<file path="src/rtl/gpio_pkg.sv">
// Shared definitions for the GPIO bank: register offsets, register index
// type and the address decoder used by the bus front end.
package gpio_pkg;

  localparam logic [4:0] GPIO_OFS_DOUT  = 5'h00;
  localparam logic [4:0] GPIO_OFS_DIR   = 5'h04;
  localparam logic [4:0] GPIO_OFS_DIN   = 5'h08;
  localparam logic [4:0] GPIO_OFS_IEN   = 5'h0C;
  localparam logic [4:0] GPIO_OFS_ISTAT = 5'h10;
  localparam logic [4:0] GPIO_OFS_IPOL  = 5'h14;

  typedef enum logic [2:0] {
    REG_DOUT,
    REG_DIR,
    REG_DIN,
    REG_IEN,
    REG_ISTAT,
    REG_IPOL,
    REG_NONE
  } gpio_reg_e;

  // Map a byte address to a register; anything outside the 32-byte window,
  // not word aligned, or on an unmapped offset becomes REG_NONE.
  function automatic gpio_reg_e gpio_decode(input logic [31:0] addr,
                                            input logic [26:0] base_hi);
    gpio_reg_e sel;
    sel = REG_NONE;
    if (addr[31:5] == base_hi && addr[1:0] == 2'b00) begin
      case (addr[4:0])
        GPIO_OFS_DOUT:  sel = REG_DOUT;
        GPIO_OFS_DIR:   sel = REG_DIR;
        GPIO_OFS_DIN:   sel = REG_DIN;
        GPIO_OFS_IEN:   sel = REG_IEN;
        GPIO_OFS_ISTAT: sel = REG_ISTAT;
        GPIO_OFS_IPOL:  sel = REG_IPOL;
        default:        sel = REG_NONE;
      endcase
    end
    return sel;
  endfunction

endpackage

</file>
<file path="src/rtl/gpio_sync_edge.sv">
// Per-pin two-flop synchroniser followed by a history flop; the synchronised
// value and its previous value give single-cycle rise/fall pulses.
module gpio_sync_edge #(
  parameter int WIDTH = 32
) (
  input  logic             clk_i,
  input  logic             rst_ni,
  input  logic [WIDTH-1:0] pin_i,
  output logic [WIDTH-1:0] sync_o,
  output logic [WIDTH-1:0] rise_o,
  output logic [WIDTH-1:0] fall_o
);

  logic [WIDTH-1:0] s1_q, s2_q, prev_q;

  // Metastability chain plus one cycle of history for edge detection.
  always_ff @(posedge clk_i or negedge rst_ni) begin
    if (!rst_ni) begin
      s1_q   <= '0;
      s2_q   <= '0;
      prev_q <= '0;
    end else begin
      s1_q   <= pin_i;
      s2_q   <= s1_q;
      prev_q <= s2_q;
    end
  end

  assign sync_o = s2_q;
  assign rise_o = s2_q & ~prev_q;
  assign fall_o = ~s2_q & prev_q;

endmodule

</file>
<file path="src/rtl/gpio_bank.sv">
// Memory-mapped GPIO bank: output latch, direction, synchronised inputs and
// sticky edge interrupts. Defining GPIO_BANK_FALLING_EDGE_EN adds the
// per-pin IRQ_POL register (falling-edge select); otherwise IRQ_POL reads 0.
// Bus: a write lands on the edge where we is high; a read sampled on the
// edge where re is high returns rdata with a one-cycle rvalid pulse on the
// following cycle, using pre-write register contents.
module gpio_bank #(
  parameter int               WIDTH     = 32,
  parameter logic [31:0]      BASE_ADDR = 32'h0000_AB00,
  parameter logic [WIDTH-1:0] OUT_RESET = '0
) (
  input  logic             clk,
  input  logic             rst_n,
  input  logic [31:0]      addr,
  input  logic [31:0]      wdata,
  input  logic             we,
  input  logic             re,
  output logic [31:0]      rdata,
  output logic             rvalid,
  input  logic [WIDTH-1:0] gpio_in,
  output logic [WIDTH-1:0] gpio_out,
  output logic [WIDTH-1:0] gpio_oe,
  output logic             irq
);
  import gpio_pkg::*;

  gpio_reg_e        sel;
  logic [WIDTH-1:0] wd;
  logic [WIDTH-1:0] dout_q, dout_d, dir_q, dir_d, ien_q, ien_d;
  logic [WIDTH-1:0] istat_q, istat_d;
  logic [WIDTH-1:0] din, rise, fall, edge_evt, ipol;
  logic [31:0]      rdata_q, rdata_d;
  logic             rvalid_q, irq_q, irq_d;

  assign sel = gpio_decode(addr, BASE_ADDR[31:5]);
  assign wd  = wdata[WIDTH-1:0];

  function automatic logic [31:0] zext(input logic [WIDTH-1:0] v);
    logic [31:0] r;
    r = '0;
    r[WIDTH-1:0] = v;
    return r;
  endfunction

  gpio_sync_edge #(.WIDTH(WIDTH)) u_sync_edge (
    .clk_i  (clk),
    .rst_ni (rst_n),
    .pin_i  (gpio_in),
    .sync_o (din),
    .rise_o (rise),
    .fall_o (fall)
  );

`ifdef GPIO_BANK_FALLING_EDGE_EN
  logic [WIDTH-1:0] ipol_q, ipol_d;

  // Polarity register update.
  always_comb begin
    ipol_d = ipol_q;
    if (we && sel == REG_IPOL) ipol_d = wd;
  end

  // Polarity register state.
  always_ff @(posedge clk or negedge rst_n) begin
    if (!rst_n) ipol_q <= '0;
    else        ipol_q <= ipol_d;
  end

  assign ipol     = ipol_q;
  assign edge_evt = (rise & ~ipol_q) | (fall & ipol_q);
`else
  logic unused_fall;
  assign unused_fall = ^fall;
  assign ipol        = '0;
  assign edge_evt    = rise;
`endif

  // Register writes; a status edge overrides a same-cycle W1C.
  always_comb begin
    dout_d  = dout_q;
    dir_d   = dir_q;
    ien_d   = ien_q;
    istat_d = istat_q;
    if (we) begin
      case (sel)
        REG_DOUT:  dout_d  = wd;
        REG_DIR:   dir_d   = wd;
        REG_IEN:   ien_d   = wd;
        REG_ISTAT: istat_d = istat_q & ~wd;
        default:   ;
      endcase
    end
    istat_d = istat_d | edge_evt;
  end

  // Read mux over current (pre-write) contents; rdata holds between reads.
  always_comb begin
    rdata_d = rdata_q;
    if (re) begin
      case (sel)
        REG_DOUT:  rdata_d = zext(dout_q);
        REG_DIR:   rdata_d = zext(dir_q);
        REG_DIN:   rdata_d = zext(din);
        REG_IEN:   rdata_d = zext(ien_q);
        REG_ISTAT: rdata_d = zext(istat_q);
        REG_IPOL:  rdata_d = zext(ipol);
        default:   rdata_d = '0;
      endcase
    end
  end

  // Interrupt follows the status/enable registers by one cycle.
  always_comb begin
    irq_d = |(istat_q & ien_q);
  end

  // Register state and bus response.
  always_ff @(posedge clk or negedge rst_n) begin
    if (!rst_n) begin
      dout_q   <= OUT_RESET;
      dir_q    <= '0;
      ien_q    <= '0;
      istat_q  <= '0;
      rdata_q  <= '0;
      rvalid_q <= 1'b0;
      irq_q    <= 1'b0;
    end else begin
      dout_q   <= dout_d;
      dir_q    <= dir_d;
      ien_q    <= ien_d;
      istat_q  <= istat_d;
      rdata_q  <= rdata_d;
      rvalid_q <= re;
      irq_q    <= irq_d;
    end
  end

  assign rdata    = rdata_q;
  assign rvalid   = rvalid_q;
  assign gpio_out = dout_q;
  assign gpio_oe  = dir_q;
  assign irq      = irq_q;

endmodule

</file>
<file path="config.mk">
export PLATFORM = sky130hd
export DESIGN_NAME = gpio_bank
export DESIGN_NICKNAME = d
export VERILOG_FILES = /design/src/rtl/gpio_pkg.sv /design/src/rtl/gpio_sync_edge.sv /design/src/rtl/gpio_bank.sv
export SDC_FILE = /design/constraint.sdc
export NUM_CORES = 1
export LEC_CHECK = 0
export ABC_CLOCK_PERIOD_IN_PS = 2350
export BUFFER_PORTS_ARGS = -buffer_cell sky130_fd_sc_hd__buf_2
export CORE_MARGIN = 1
export CORE_UTILIZATION = 31
export CTS_CLUSTER_SIZE = 28
export DETAILED_ROUTE_END_ITERATION = 12
export GPL_TIMING_DRIVEN = 0
export PLACE_DENSITY = 0.6
export SLEW_MARGIN = 20
export SYNTH_ARGS = -nofsm -noshare
export SYNTH_HDL_FRONTEND = slang
export SYNTH_HIERARCHICAL = 1
export SYNTH_SLANG_ARGS = --single-unit
</file>
<file path="constraint.sdc">
create_clock -name clk -period 2.35 [get_ports clk]
set_clock_uncertainty 0.2 [all_clocks]
set_input_delay 0.47 -clock clk [delete_from_list [all_inputs] [get_ports clk]]
set_output_delay 0.47 -clock clk [all_outputs]
set_load 0.05 [all_outputs]
</file>
# [Word-level counts from Yosys, hierarchy flattened]
# Index checks and enable logic that the tools add are counted.
[totals] register_bits=258 latchBits=0 mem_bits_rw=0 rom_bits=0 inputBits=100 elab_cells=39 memories=0
[classes] n_addsub=0 n_mul=0 div_mod_pow=0 n_lt_le_gt_ge=0 eq_ne=10 n_shift=0 muxes=5 n_bitwise=6 n_reduce_logical=8
[op_table] op="32-bit one-hot mux with 5 select lines" n=1
[op_table] op="32-bit AND" n=3
[op_table] op="32-bit 2-to-1 mux" n=2
[op_table] op="32-bit NOT" n=2
[op_table] op="32-bit bitwise OR" n=1
[op_table] op="32-bit OR reduction" n=1
[op_table] op="27-bit by 11-bit == test with 1-bit output (second input constant)" n=1
[op_table] op="3-bit one-hot mux with 6 select lines" n=1
[op_table] op="5-bit by 4-bit == test with 1-bit output (second input constant)" n=2
[op_table] op="5-bit == test (second input constant)" n=2
[op_table] op="3-bit by 2-bit == test with 1-bit output (second input constant)" n=2
[op_table] op="2-bit AND reduction" n=3
[op_table] op="5-bit by 3-bit == test with 1-bit output (second input constant)" n=1
[op_table] op="5-bit logical NOT" n=1
[op_table] op="3-bit by 1-bit == test with 1-bit output (second input constant)" n=1
[op_table] op="3-bit == test (second input constant)" n=1
[op_table] op="3-bit logical NOT" n=1
[op_table] op="3-bit 2-to-1 mux" n=1
[op_table] op="2-bit logical NOT" n=1
[op_table] op="1-bit logical AND" n=1

# [Depth between registers and ports, before layout]
[depth] word_depth=7 depth_mapped=7 ltp_nobuf=4

# [Cells and area by module]
# The synthesis kept the hierarchy.
[modules_own_cells] module="gpio_bank" n_inst=1 cells_per_inst=611 area_per_inst_um2=7873.8 seq_area_each_um2=4053.9
[modules_own_cells] module="gpio_sync_edge" n_inst=1 cells_per_inst=160 area_per_inst_um2=2962.8 seq_area_each_um2=2402.3

# [Worst setup path after synthesis]
# No wires, ideal clock.
[synth_path] path_type="input-to-reg" startpoint="input port addr[16]" endpoint="register dir_q[10], in the netlist gpio_oe[10]" t_arrival_ns=2.168 slack_ns=-0.143 cell_stages=5 path_buffers=1 cell_sequence="nor4b_1 nand4_1 nor3_4 buf_6 mux2_2"
[synth_via] elab_chain_len=5
[synth_lines] element="start, declared" line="gpio_bank.sv:14" rtl="input logic [31:0] addr,"
[synth_lines] element="27-bit by 11-bit == test with 1-bit output" line="gpio_pkg.sv:28" rtl="if (addr[31:5] == base_hi && addr[1:0] == 2'b00) begin"
[synth_lines] element="1-bit logical AND" line="gpio_pkg.sv:28"
[synth_lines] element="3-bit 2-to-1 mux" line="gpio_pkg.sv:28"
[synth_lines] element="3-bit by 1-bit == test with 1-bit output" line="gpio_bank.sv:85" rtl="case (sel)"
[synth_lines] element="2-bit AND reduction (no source line)"
[synth_lines] element="end signal, assigned" line="gpio_bank.sv:129" rtl="dir_q <= dir_d;"
[synth_lines] element="end, declared" line="gpio_bank.sv:29" rtl="logic [WIDTH-1:0] dout_q, dout_d, dir_q, dir_d, ien_q, ien_d;"
# Every way passes these cells.
# A chain may end at the register's enable or synchronous reset.

# [Worst setup path in the final report]
[layout_path] startpoint="input port addr[6]" endpoint="register dout_q[4], in the netlist gpio_out[4]"
[layout_via] elab_chain_len=5
[layout_lines] element="27-bit by 11-bit == test with 1-bit output" line="gpio_pkg.sv:28"
[layout_lines] element="1-bit logical AND" line="gpio_pkg.sv:28"
[layout_lines] element="3-bit 2-to-1 mux" line="gpio_pkg.sv:28"
[layout_lines] element="3-bit logical NOT" line="gpio_bank.sv:85"
[layout_lines] element="2-bit AND reduction (no source line)"
[layout_lines] element="end signal, assigned" line="gpio_bank.sv:128" rtl="dout_q <= dout_d;"
[layout_lines] element="end, declared" line="gpio_bank.sv:29"
# Every way passes these cells.

==> impl_metrics.yaml <==
sta:
  worst_slew_pin_slew_ps: 776
  slew_viol_final: 0
  max_slew_margin: 0.481
  finalCritPeriodShare: 0.966
  min_period_ps: 2270
  max_freq_ghz: 0.440
  rsz0062_at_grt: "no"
  fin_ws_ps: 79.3
  finalSetupViolations: 0
  hold_viol: 0
  whs_ps: 16.4
floorplanning:
  die_w_um: 187
  dieHeight_um: 187
  rows: 67
  die-area_mm2: 0.0348
  start_util: 0.315
  core_area_mm2: 0.0335
  num_io_pins: 198
detailed_routing:
  num_vias: 7334
  ant_nets: 0
  avgViaCountPerCell: 4.90
  dr.pass1.iters: 5
  drt_iter0_markers: 428
  drt-total-wl_mm: 30.6
  drcViolationCount: 0
  wire_per_inst_um: 20.4
run:
  cap_viol_max_count: 0
global_route:
  grt.total_usage: 0.176
  grt_pass1_wl_mm: 46.8
  grt_overflow: 0
  grt_pass1_vias: 7734
  grt_max_degree: 83
  antenna_found_initial: 1
place:
  dpl_cell_area_mm2: 0.0122
  dp_hpwl_mm: 21.0
  port_buffers: 197
  pre_cts_slack_ps: -653
  dpl.cell_count: 1387
  place_congestion: 0.790
pwr:
  switchingPower_uw: 2200
  p_seq_frac: 0.462
  swShare: 0.223
  leakagePower_uw: 0.00680
  pwr-share-clk: 0.485
  p_total_uw: 9880
  vdd_ir_drop_max_v: 0.000523
  pwr-share-comb: 0.053
  p_per_area_mw_per_mm2: 712
  p_int_uw: 7670
clocking:
  cts_buffers: 29
  clk-insertion-delay-late_ps: 560
  cts_root_buf: "clkbuf_16"
  cts.sinks: 258
  cts_tree: "built"
  cts_max_level: 1
  clk_pin_slew_ps: 60
  cts_buffer_depth: 3
synth:
  syn-instance-count: 739
  synth_area_mm2: 0.0106
  synthesis.nets: 839
  yosysWarnings: 6
  synth.avg_cell_area_um2: 14.3
run_status:
  status: "complete, no violations"
critical_path:
  startpoint_type: "primary input"
  r2r-end: "irq$_DFF_PN0_"
  end_kind: "register"
  r2r-start: "ien_q[13]$_DFFE_PN0P_"
  critical_path_required_ps: 2590
  max_stage_delay_ps: 500
  ff2ff_path_depth: 4
  rrSetupSlack_ps: 440
  slowest_stage: "nor3_4"
  crit_type: "primary input to register"
  crit_chain: "buf_2 -> nor4_1 -> nand4_4 -> nor3_4 -> buf_6 -> mux2_2"
  crit_fanout: 10
  arrival_ps: 2510
cells_and_area:
  antenna_cells: 0
  areaGrowthSynthToFinish_pct: 31.5
  nNetsFinal: 1129
  final_cells: 1498
  drive_above_1_share: 0.414
  design_area_mm2: 0.0139
min_path:
  min_path_cells: 2
  worstHoldStart: "wdata[11]"
  holdPathEnd: "gpio_oe[11]$_DFFE_PN0P_"
  hold_class: "primary input to register"
-- metrics by stage --
stage / setup TNS [ps] / util
final: 0 / 0.414
after global routing: 0 / 0.414
after CTS: 0 / 0.414
after detailed placement: -87390 / 0.365
after global placement: -1177040 / 0.362
after floorplan: 0 / -
-- worst max-delay path, delay by kind of cell --
family	cells	cell delay [ps]
multiplexers	1	350
buffers and inverters	2	350
AND/OR/NAND/NOR	3	1330
-- layout by cell type, fill, tap and decap left out, types with 8 or more instances in the layout --
master / count
a221o_1: 64
a22oi_1: 12
and2b_2: 32
and3_1: 32
buf_2: 202
buf_6: 10
clkbuf_1: 27
clkbuf_16: 29
clkbuf_8: 10
dfrtp_1: 258
dlygate4sd3_1: 56
mux2_1: 8
mux2_2: 100
mux2_4: 20
nand2b_1: 32
nand3_1: 34
nor2b_1: 34
o31ai_1: 32
-- worst max-delay path by stage --
stage | from | end | depth (start not counted)
final | addr[6] | gpio_out[4]$_DFFE_PN0P_ | 6
after global routing | addr[6] | gpio_out[4]$_DFFE_PN0P_ | 6
after CTS | addr[2] | rdata[28]$_DFFE_PN0P_ | 6
after detailed placement | addr[16] | gpio_out[4]$_DFFE_PN0P_ | 6
after global placement | rst_n | gpio_out[2]$_DFFE_PN0P_ | 1
after floorplan | addr[19] | gpio_oe[10]$_DFFE_PN0P_ | 5
-- repair_timing --
item | 4_1_cts | 5_1_grt
gates resized for setup | 3 | 2
endpoints found under the setup margin | 98 | 2
gates cloned | 0 | 0
buffers inserted | 3 | 0
pin swaps | 1 | 1
endpoints found under the hold margin | 131 | 0
hold buffers | 56 | 0
-- area by class of cell --
| type | count | area, µm² |
|---|---|---|
| sequential | 258 | 6460 |
| clock buffer | 41 | 871 |
| multi-input combinational | 433 | 3890 |
| timing repair buffer | 259 | 1660 |
| tap | 448 | 561 |
| buffer | 48 | 287 |
| fill | 3157 | 19700 |
| clock inverter | 11 | 156 |
-- state kept, by name (all words and copies together), names as in the netlist --
name                flops
gpio_oe                32
u_sync_edge/sync_o     32
ien_q                  32
rdata                  32
rvalid                  1
istat_q                32
irq                     1
gpio_out               32
u_sync_edge/s1_q       32
u_sync_edge/prev_q     32
-- per-layer routing --
layer  part of all wire  vias up  track usage  wire length, µm
li1                   -     3330            -                -
met1               0.43     3666        0.236            13200
met2               0.46      275        0.274            14000
met3              0.074       61       0.0408             2250
met4              0.037        2       0.0690             1120
met5            0.00043        -            0               13
-- power groups by stage --
stage / Sequential, µW / Combinational, µW / Clock [µW]
final: 4560 / 523 / 4790
after global routing: 4570 / 573 / 5070
after CTS: 4570 / 533 / 4900
after detailed placement: 4640 / 456 / 0
after global placement: 4650 / 434 / 0
after floorplan: 4630 / 160 / 0
No activity file was read; power rests on OpenSTA's default activity.
